<file path="src/rtl/comm_align_pkg.sv">
// comm_align_pkg: shared definitions for the comm-path delay alignment logic.
// State encoding of the alignment controller and the default training word.
package comm_align_pkg;

  typedef enum logic [2:0] {
    ST_IDLE   = 3'd0,
    ST_SETTLE = 3'd1,
    ST_CHECK  = 3'd2,
    ST_LOCKED = 3'd3,
    ST_FAIL   = 3'd4
  } align_state_e;

  localparam logic [7:0] DEFAULT_PATTERN = 8'hA5;

endpackage

</file>
<file path="src/rtl/delay_align_ctrl_run_counter.sv">
// run_counter: saturating up-counter with synchronous clear and clock enable.
// tc reports that the count currently equals the supplied terminal value.
module run_counter #(
  parameter int W = 6
) (
  input  logic         CLK,
  input  logic         RST,
  input  logic         ce,
  input  logic         clr,
  input  logic         inc,
  input  logic [W-1:0] last,
  output logic         tc
);

  logic [W-1:0] count_q;
  logic [W-1:0] count_d;

  // Next count: clear has priority, increment stops at the terminal value
  always_comb begin
    count_d = count_q;
    if (clr) begin
      count_d = {W{1'b0}};
    end else if (inc && (count_q != last)) begin
      count_d = count_q + W'(1'b1);
    end else begin
      count_d = count_q;
    end
  end

  // Count register, frozen while ce is low
  always_ff @(posedge CLK) begin
    if (RST) begin
      count_q <= {W{1'b0}};
    end else if (ce) begin
      count_q <= count_d;
    end
  end

  assign tc = (count_q == last);

endmodule

</file>
<file path="src/rtl/delay_align_ctrl.sv">
// delay_align_ctrl: sweeps the delay-line select, settles, checks the delayed
// data for the training word and locks on a passing setting (or flags fail).
// Optional eye centering is enabled by defining DELAY_ALIGN_MIDPOINT_EN.
module delay_align_ctrl
  import comm_align_pkg::*;
#(
  parameter int               SEL_WIDTH     = 4,
  parameter int               WIDTH         = 8,
  parameter logic [WIDTH-1:0] PATTERN       = WIDTH'(DEFAULT_PATTERN),
  parameter int               SETTLE_CYCLES = 32,
  parameter int               CHECK_CYCLES  = 16,
  parameter int               MATCH_COUNT   = 4
) (
  input  logic                 CLK,
  input  logic                 RST,
  input  logic                 ce,
  input  logic                 start,
  input  logic [WIDTH-1:0]     din,
  output logic [SEL_WIDTH-1:0] sel,
  output logic                 busy,
  output logic                 locked,
  output logic                 fail
);

  localparam int WIN_MAX = (SETTLE_CYCLES > CHECK_CYCLES) ? SETTLE_CYCLES : CHECK_CYCLES;
  localparam int CW      = $clog2(WIN_MAX) + 1;
  localparam int RW      = $clog2(MATCH_COUNT) + 1;
  localparam logic [SEL_WIDTH-1:0] SEL_ZERO    = {SEL_WIDTH{1'b0}};
  localparam logic [SEL_WIDTH-1:0] SEL_MAX     = {SEL_WIDTH{1'b1}};
  localparam logic [CW-1:0]        SETTLE_LAST = CW'(SETTLE_CYCLES - 1);
  localparam logic [CW-1:0]        CHECK_LAST  = CW'(CHECK_CYCLES - 1);
  localparam logic [RW-1:0]        RUN_LAST    = RW'(MATCH_COUNT - 1);

  align_state_e         state_q, state_d;
  logic [SEL_WIDTH-1:0] sel_q, sel_d;
  logic                 busy_q, busy_d;
  logic                 locked_q, locked_d;
  logic                 fail_q, fail_d;

  logic          win_clr, win_inc, win_tc;
  logic          run_clr, run_inc, run_tc;
  logic [CW-1:0] win_last;
  logic          match;
  logic          pass;

`ifdef DELAY_ALIGN_MIDPOINT_EN
  logic [SEL_WIDTH-1:0] lo_q, lo_d;
  logic                 in_run_q, in_run_d;
  logic                 final_q, final_d;
  logic [SEL_WIDTH-1:0] lo_eff;

  // Centre of the eye; the extra sum bit keeps lo+hi from wrapping
  function automatic logic [SEL_WIDTH-1:0] mid_sel(input logic [SEL_WIDTH-1:0] a,
                                                   input logic [SEL_WIDTH-1:0] b);
    logic [SEL_WIDTH:0] sum;
    sum = {1'b0, a} + {1'b0, b};
    return sum[SEL_WIDTH:1];
  endfunction
`endif

  // One counter serves both the settle wait and the check window
  assign win_last = (state_q == ST_SETTLE) ? SETTLE_LAST : CHECK_LAST;
  assign match    = (din == PATTERN);
  assign pass     = match && run_tc;

  run_counter #(.W(CW)) u_win_cnt (
    .CLK (CLK), .RST (RST), .ce (ce),
    .clr (win_clr), .inc (win_inc), .last (win_last), .tc (win_tc)
  );

  run_counter #(.W(RW)) u_run_cnt (
    .CLK (CLK), .RST (RST), .ce (ce),
    .clr (run_clr), .inc (run_inc), .last (RUN_LAST), .tc (run_tc)
  );

  // Next-state and output decisions of the alignment search
  always_comb begin
    state_d  = state_q;
    sel_d    = sel_q;
    busy_d   = busy_q;
    locked_d = locked_q;
    fail_d   = fail_q;
    win_clr  = 1'b0;
    win_inc  = 1'b0;
    run_clr  = 1'b0;
    run_inc  = 1'b0;
`ifdef DELAY_ALIGN_MIDPOINT_EN
    lo_d     = lo_q;
    in_run_d = in_run_q;
    final_d  = final_q;
    lo_eff   = in_run_q ? lo_q : sel_q;
`endif
    case (state_q)
      ST_IDLE, ST_LOCKED, ST_FAIL: begin
        win_clr = 1'b1;
        run_clr = 1'b1;
        if (start) begin
          state_d  = ST_SETTLE;
          sel_d    = SEL_ZERO;
          busy_d   = 1'b1;
          locked_d = 1'b0;
          fail_d   = 1'b0;
`ifdef DELAY_ALIGN_MIDPOINT_EN
          lo_d     = SEL_ZERO;
          in_run_d = 1'b0;
          final_d  = 1'b0;
`endif
        end else begin
          state_d = state_q;
        end
      end
      ST_SETTLE: begin
        run_clr = 1'b1;
        if (win_tc) begin
          win_clr = 1'b1;
`ifdef DELAY_ALIGN_MIDPOINT_EN
          if (final_q) begin
            state_d  = ST_LOCKED;
            busy_d   = 1'b0;
            locked_d = 1'b1;
            final_d  = 1'b0;
          end else begin
            state_d = ST_CHECK;
          end
`else
          state_d = ST_CHECK;
`endif
        end else begin
          win_inc = 1'b1;
        end
      end
      ST_CHECK: begin
        if (pass || win_tc) begin
          win_clr = 1'b1;
          run_clr = 1'b1;
`ifdef DELAY_ALIGN_MIDPOINT_EN
          if (pass) begin
            lo_d = lo_eff;
            if (sel_q == SEL_MAX) begin
              sel_d   = mid_sel(lo_eff, sel_q);
              final_d = 1'b1;
            end else begin
              sel_d    = sel_q + SEL_WIDTH'(1'b1);
              in_run_d = 1'b1;
            end
            state_d = ST_SETTLE;
          end else if (in_run_q) begin
            // First failure after a run: the previous setting was the last pass
            sel_d   = mid_sel(lo_q, sel_q - SEL_WIDTH'(1'b1));
            final_d = 1'b1;
            state_d = ST_SETTLE;
          end else if (sel_q == SEL_MAX) begin
            state_d = ST_FAIL;
            sel_d   = SEL_ZERO;
            busy_d  = 1'b0;
            fail_d  = 1'b1;
          end else begin
            sel_d   = sel_q + SEL_WIDTH'(1'b1);
            state_d = ST_SETTLE;
          end
`else
          if (pass) begin
            state_d  = ST_LOCKED;
            busy_d   = 1'b0;
            locked_d = 1'b1;
          end else if (sel_q == SEL_MAX) begin
            state_d = ST_FAIL;
            sel_d   = SEL_ZERO;
            busy_d  = 1'b0;
            fail_d  = 1'b1;
          end else begin
            sel_d   = sel_q + SEL_WIDTH'(1'b1);
            state_d = ST_SETTLE;
          end
`endif
        end else begin
          win_inc = 1'b1;
          if (match) begin
            run_inc = 1'b1;
          end else begin
            run_clr = 1'b1;
          end
        end
      end
      default: begin
        state_d  = ST_IDLE;
        sel_d    = SEL_ZERO;
        busy_d   = 1'b0;
        locked_d = 1'b0;
        fail_d   = 1'b0;
        win_clr  = 1'b1;
        run_clr  = 1'b1;
      end
    endcase
  end

  // State and registered outputs, frozen while ce is low
  always_ff @(posedge CLK) begin
    if (RST) begin
      state_q  <= ST_IDLE;
      sel_q    <= SEL_ZERO;
      busy_q   <= 1'b0;
      locked_q <= 1'b0;
      fail_q   <= 1'b0;
`ifdef DELAY_ALIGN_MIDPOINT_EN
      lo_q     <= SEL_ZERO;
      in_run_q <= 1'b0;
      final_q  <= 1'b0;
`endif
    end else if (ce) begin
      state_q  <= state_d;
      sel_q    <= sel_d;
      busy_q   <= busy_d;
      locked_q <= locked_d;
      fail_q   <= fail_d;
`ifdef DELAY_ALIGN_MIDPOINT_EN
      lo_q     <= lo_d;
      in_run_q <= in_run_d;
      final_q  <= final_d;
`endif
    end
  end

  assign sel    = sel_q;
  assign busy   = busy_q;
  assign locked = locked_q;
  assign fail   = fail_q;

endmodule

</file>
<file path="config.mk">
export PLATFORM = sky130hd
export DESIGN_NAME = delay_align_ctrl
export DESIGN_NICKNAME = d
export VERILOG_FILES = /design/src/rtl/comm_align_pkg.sv /design/src/rtl/delay_align_ctrl_run_counter.sv /design/src/rtl/delay_align_ctrl.sv
export SDC_FILE = /design/constraint.sdc
export NUM_CORES = 1
export LEC_CHECK = 0
export ABC_AREA = 1
export CAP_MARGIN = 20
export CORE_ASPECT_RATIO = 0.8
export CORE_MARGIN = 4
export CORE_UTILIZATION = 44
export CTS_CLUSTER_SIZE = 30
export DETAILED_ROUTE_END_ITERATION = 8
export MAX_ROUTING_LAYER = met4
export PLACE_DENSITY = 0.68
export SYNTH_ARGS = -nofsm -noshare
export SYNTH_HDL_FRONTEND = slang
export SYNTH_SLANG_ARGS = --single-unit
</file>
<file path="constraint.sdc">
create_clock -name CLK -period 1.85 [get_ports CLK]
set_clock_uncertainty 0.15 [all_clocks]
set_input_delay 0.37 -clock CLK [delete_from_list [all_inputs] [get_ports CLK]]
set_output_delay 0.37 -clock CLK [all_outputs]
set_load 0.05 [all_outputs]
</file>
==> results <==
- In the finished design, the share of the clock period the worst path needs comes to 89.0%.
- Global routing used 17.6% of the available tracks.
- The post-placement setup slack is -132 ps.
- The final hold violation count was 0.
- The number of hold buffers added after CTS was 0.
- The final instance count without filler cells is between 200 and 250.
- The number of nets with antenna violations after routing is 0.
- The power density over cell area is 750 nW/um^2.
- The instance area after placement is between 1000 and 1500 um^2.
- The synthesized area per cell is 6.89 um^2.
- Counting tap cells, the placed design contains a total of 224 instances.
- CTS saw 19 sinks.
- The length of routed met2 wiring is 1090 um.
- By count the netlist is led by sky130_fd_sc_hd__nand2_1 (38), sky130_fd_sc_hd__nor2_1 (21), sky130_fd_sc_hd__dfxtp_1 (19).
- Clock-pin slew was measured on the worst setup and hold paths at roughly 110 ps.
- The number of setup violations in the final report is 0.
- Timing would allow up to 0.607 GHz.
- Setup repair after global routing left no endpoint under its margin.
- Data arrives at the worst endpoint at 1710 ps.
- STA classifies the critical path startpoint as a register.
- The chip height is between 50 and 60 um.
- The routability congestion estimate is approximately 0.83.
- The number of ports placed on the die boundary is 19.
- The worst hold margin is 316 ps.
- After global routing the overflow that remains totals 0.
- The routed layout has approximately 1100 vias.
- The DRC violation total after the first TritonRoute iteration is 35.
- The half-perimeter wire length after placement is 2050 um.
- In this run the register-to-register setup slack is just over 200 ps.
- The worst path meets setup with between 200 and 250 ps of slack.
- The total length of routed wires is 2510 um.
- The number of cell instances on the worst register-to-register path is 9.
- sky130_fd_sc_hd__dfxtp_1 takes more of the synthesized area than any other cell.
- For this design the static power due to leakage is 0.654 nW.
- The number of nets handed over by synthesis was 175.
- Dividing the detail-routed via count by the number of cells gives 4.73.
- The number of antenna violations at the first check in global routing is 0.
- The most instantiated flip-flop cell in the synthesis netlist is sky130_fd_sc_hd__dfxtp_1.
- The area of the core is 2270 um^2.
- The final max-slew violation count was 0.
- The reg-to-reg critical path endpoint is busy$_SDFFE_PP0P_.
- The CTS tree is yes.
- The number of buffers added for setup after CTS is 0.
- The count of mapped cells out of synthesis is ~160.
- The proportion of synthesized chip area in sequential cells is about a third.
- The worst flop-to-flop path startpoint is u_run_cnt.count_q[0]$_SDFFE_PP0P_.
- By instance count, the cell type seen most on the critical path is sky130_fd_sc_hd__nor2_1.
- The number of antenna diodes in the final layout is 0.
- The async set-or-reset flop fraction in the synthesized netlist is 0%.
- The endpoint class of the critical path is a register.
- The post-synthesis instance area is between 1000 and 1500 um^2.
- The number of warnings reported in the yosys synthesis log is 0.
- Yosys attributes the largest share of cell area to sky130_fd_sc_hd__dfxtp_1 (35%), sky130_fd_sc_hd__nand2_1 (13%), sky130_fd_sc_hd__nor2_1 (7.2%).
- Walking the worst path, the cells encountered are ha_1, ha_1, nand2_1, buf_4, nand2_1, nor2_2, nor2_1, nor2_1, nor2_1.
- Measured against its own limit, the worst slew margin works out to 76.3%.
- The setup path with the least slack is of type reg2reg.
- For this block, wires on met1 add up to 1260 um.
- The transition time at the pin with the least slew margin is roughly 350 ps.
- Of the post-synthesis cell area, the dominant cell type holds 34.7%.
- The die outline width is 63.8 um.
- The peak supply drop is approximately 480 uV.
- The number of rows created at floorplan is 15.
- After synthesis the netlist holds a flip-flop and latch count of 19.
- The critical path's slowest cell is sky130_fd_sc_hd__dfxtp_1.
- The cell sitting at the root of the clock tree is a sky130_fd_sc_hd__clkbuf_4.
- Yosys mapped the design onto 24 distinct sky130hd cell types.
- Entering global routing, the biggest net connects 12 pins.
- Along the worst hold path, the cell count comes to 2.
- The class of the worst hold path is reg2reg.
- For the worst-skew pair, the clock arrives at the later sink with an insertion delay of between 300 and 400 ps.
- In this run the number of H-tree levels came out at 1.
- The required time of the critical path is between 1500 and 2000 ps.
- Of all nets on the critical path, the largest fanout is 4.
- The wire length per cell after detailed routing is between 10 and 15 um.
- Of the cells placed in the final design, the portion with a size suffix greater than 1 is 24.2%.
- The worst-case hold path end point is u_run_cnt.count_q[2]$_SDFFE_PP0P_.
- Subtracting the final worst setup slack from the clock period gives 1650 ps.
- The count of buffers added on input and output ports is 18.
- The via count of the first global-routing pass is 1015.
- The uppermost signal routing layer after detailed routing is met4.
- The effective utilization at floorplan is 48.3%.
- The library cell with the highest instance count after synthesis is sky130_fd_sc_hd__nand2_1.
- The post-detailed-route DRC marker count is 0.
- The delay of the slowest critical-path stage is 330 ps.
- Wire segments on met3 add up to 134 um in the final route.
- The first global-routing pass estimated ~4400 um of wire.
- The synthesized design contains 0 enable-type register cells.
- Summing all non-filler instances in the final layout gives an area of 1440 um^2.
- The buffer depth of the longest clock path is 2.
- The number of max-cap violations is 0.
- The number of clock buffers inserted by TritonCTS is 3.
- In this run the most critical hold path is launched from u_run_cnt.count_q[2]$_SDFFE_PP0P_.
- The first detailed-routing pass ran for 4 iterations.
- The post-layout net count is 211.
- Compared with the post-synthesis result, the final layout area differs by 31.7%.
- The design draws around 1.1 mW.
- The run finished with clean final reports.
- The die footprint is 3360 um^2.
## layout make-up
cell class,instances,area (um^2)
Timing Repair Buffer,31,273
Fill cell,217,827
Sequential cell,19,380
Multi-Input combinational cell,118,638
Clock buffer,3,22.5
Inverter,22,82.6
Clock inverter,1,5.00
Tap cell,34,42.5
## cells by family after synthesis
logic type | synth area share [%]
xor gates and xnor gates | 4.00
DFF | 34.7
adders and majority gates | 4.57
buffers and inverters | 7.53
AOI/OAI and AO/OA | 6.51
and+or+nand+nor | 42.7
## registers in the layout (all words and copies together) (netlist names)
signal and flops:
sel 4, state_q 3, busy 1, fail 1
locked 1, u_run_cnt.count_q 3, u_win_cnt.count_q 6
## where the power goes
part | total [mW] | internal (mW) | switching [mW]
registers | 0.475 | 0.443 | 0.0325
logic | 0.394 | 0.144 | 0.250
clock network | 0.215 | 0.0808 | 0.134
## cells in the final DEF, fill, tap and decap left out, types with 4 or more instances in the layout
cell	count
sky130_fd_sc_hd__nand2_1	38
sky130_fd_sc_hd__nor2_1	21
sky130_fd_sc_hd__dfxtp_1	19
sky130_fd_sc_hd__buf_4	19
sky130_fd_sc_hd__inv_1	16
sky130_fd_sc_hd__a21oi_1	11
sky130_fd_sc_hd__nand3_1	11
sky130_fd_sc_hd__clkdlybuf4s50_1	11
sky130_fd_sc_hd__nand2_2	6
sky130_fd_sc_hd__inv_2	5
sky130_fd_sc_hd__nor2_2	5
sky130_fd_sc_hd__xor2_1	4
sky130_fd_sc_hd__ha_1	4
## routing by layer
layer / GRT usage (%) / up-vias
li1: - / 572
met1: 21.5 / 486
met2: 26.9 / 17
met3: 6.22 / 4
met4: 6.09 / 0
met5: - / -
## through the flow
step,util (%),TNS (ps)
finish,63.6,0
global placement,62.1,-1180
floorplan,-,0
detailed placement,62.1,-1650
CTS,63.4,0
global route,63.6,0
## what timing repair did
action                                 in CTS  in global routing
gates resized for setup                     0                  1
setup endpoints to repair                   0                  8
endpoints found under the hold margin       0                  0
## worst max-delay path, delay by kind of cell (launching register included)
kind	cells	cell delay, ps
DFF	1	330
and+or+nand+nor	6	540
buffers and inverters	1	120
adders and majority gates	2	410
## worst max path at each step
stage / from / end / slack, ps
after global routing: state_q[2]$_SDFFE_PP0P_ / sel[1]$_SDFFE_PP0P_ / 2
after detailed placement: din[2] / sel[1]$_SDFFE_PP0P_ / -130
after floorplan: sel[0]$_SDFFE_PP0P_ / state_q[0]$_SDFFE_PP0P_ / 60
final: u_run_cnt.count_q[0]$_SDFFE_PP0P_ / busy$_SDFFE_PP0P_ / 200
after CTS: u_win_cnt.count_q[1]$_SDFFE_PP0P_ / sel[1]$_SDFFE_PP0P_ / 80
after global placement: din[7] / sel[3]$_SDFFE_PP0P_ / -120
Note: power is estimated with default switching activity, not from simulation.
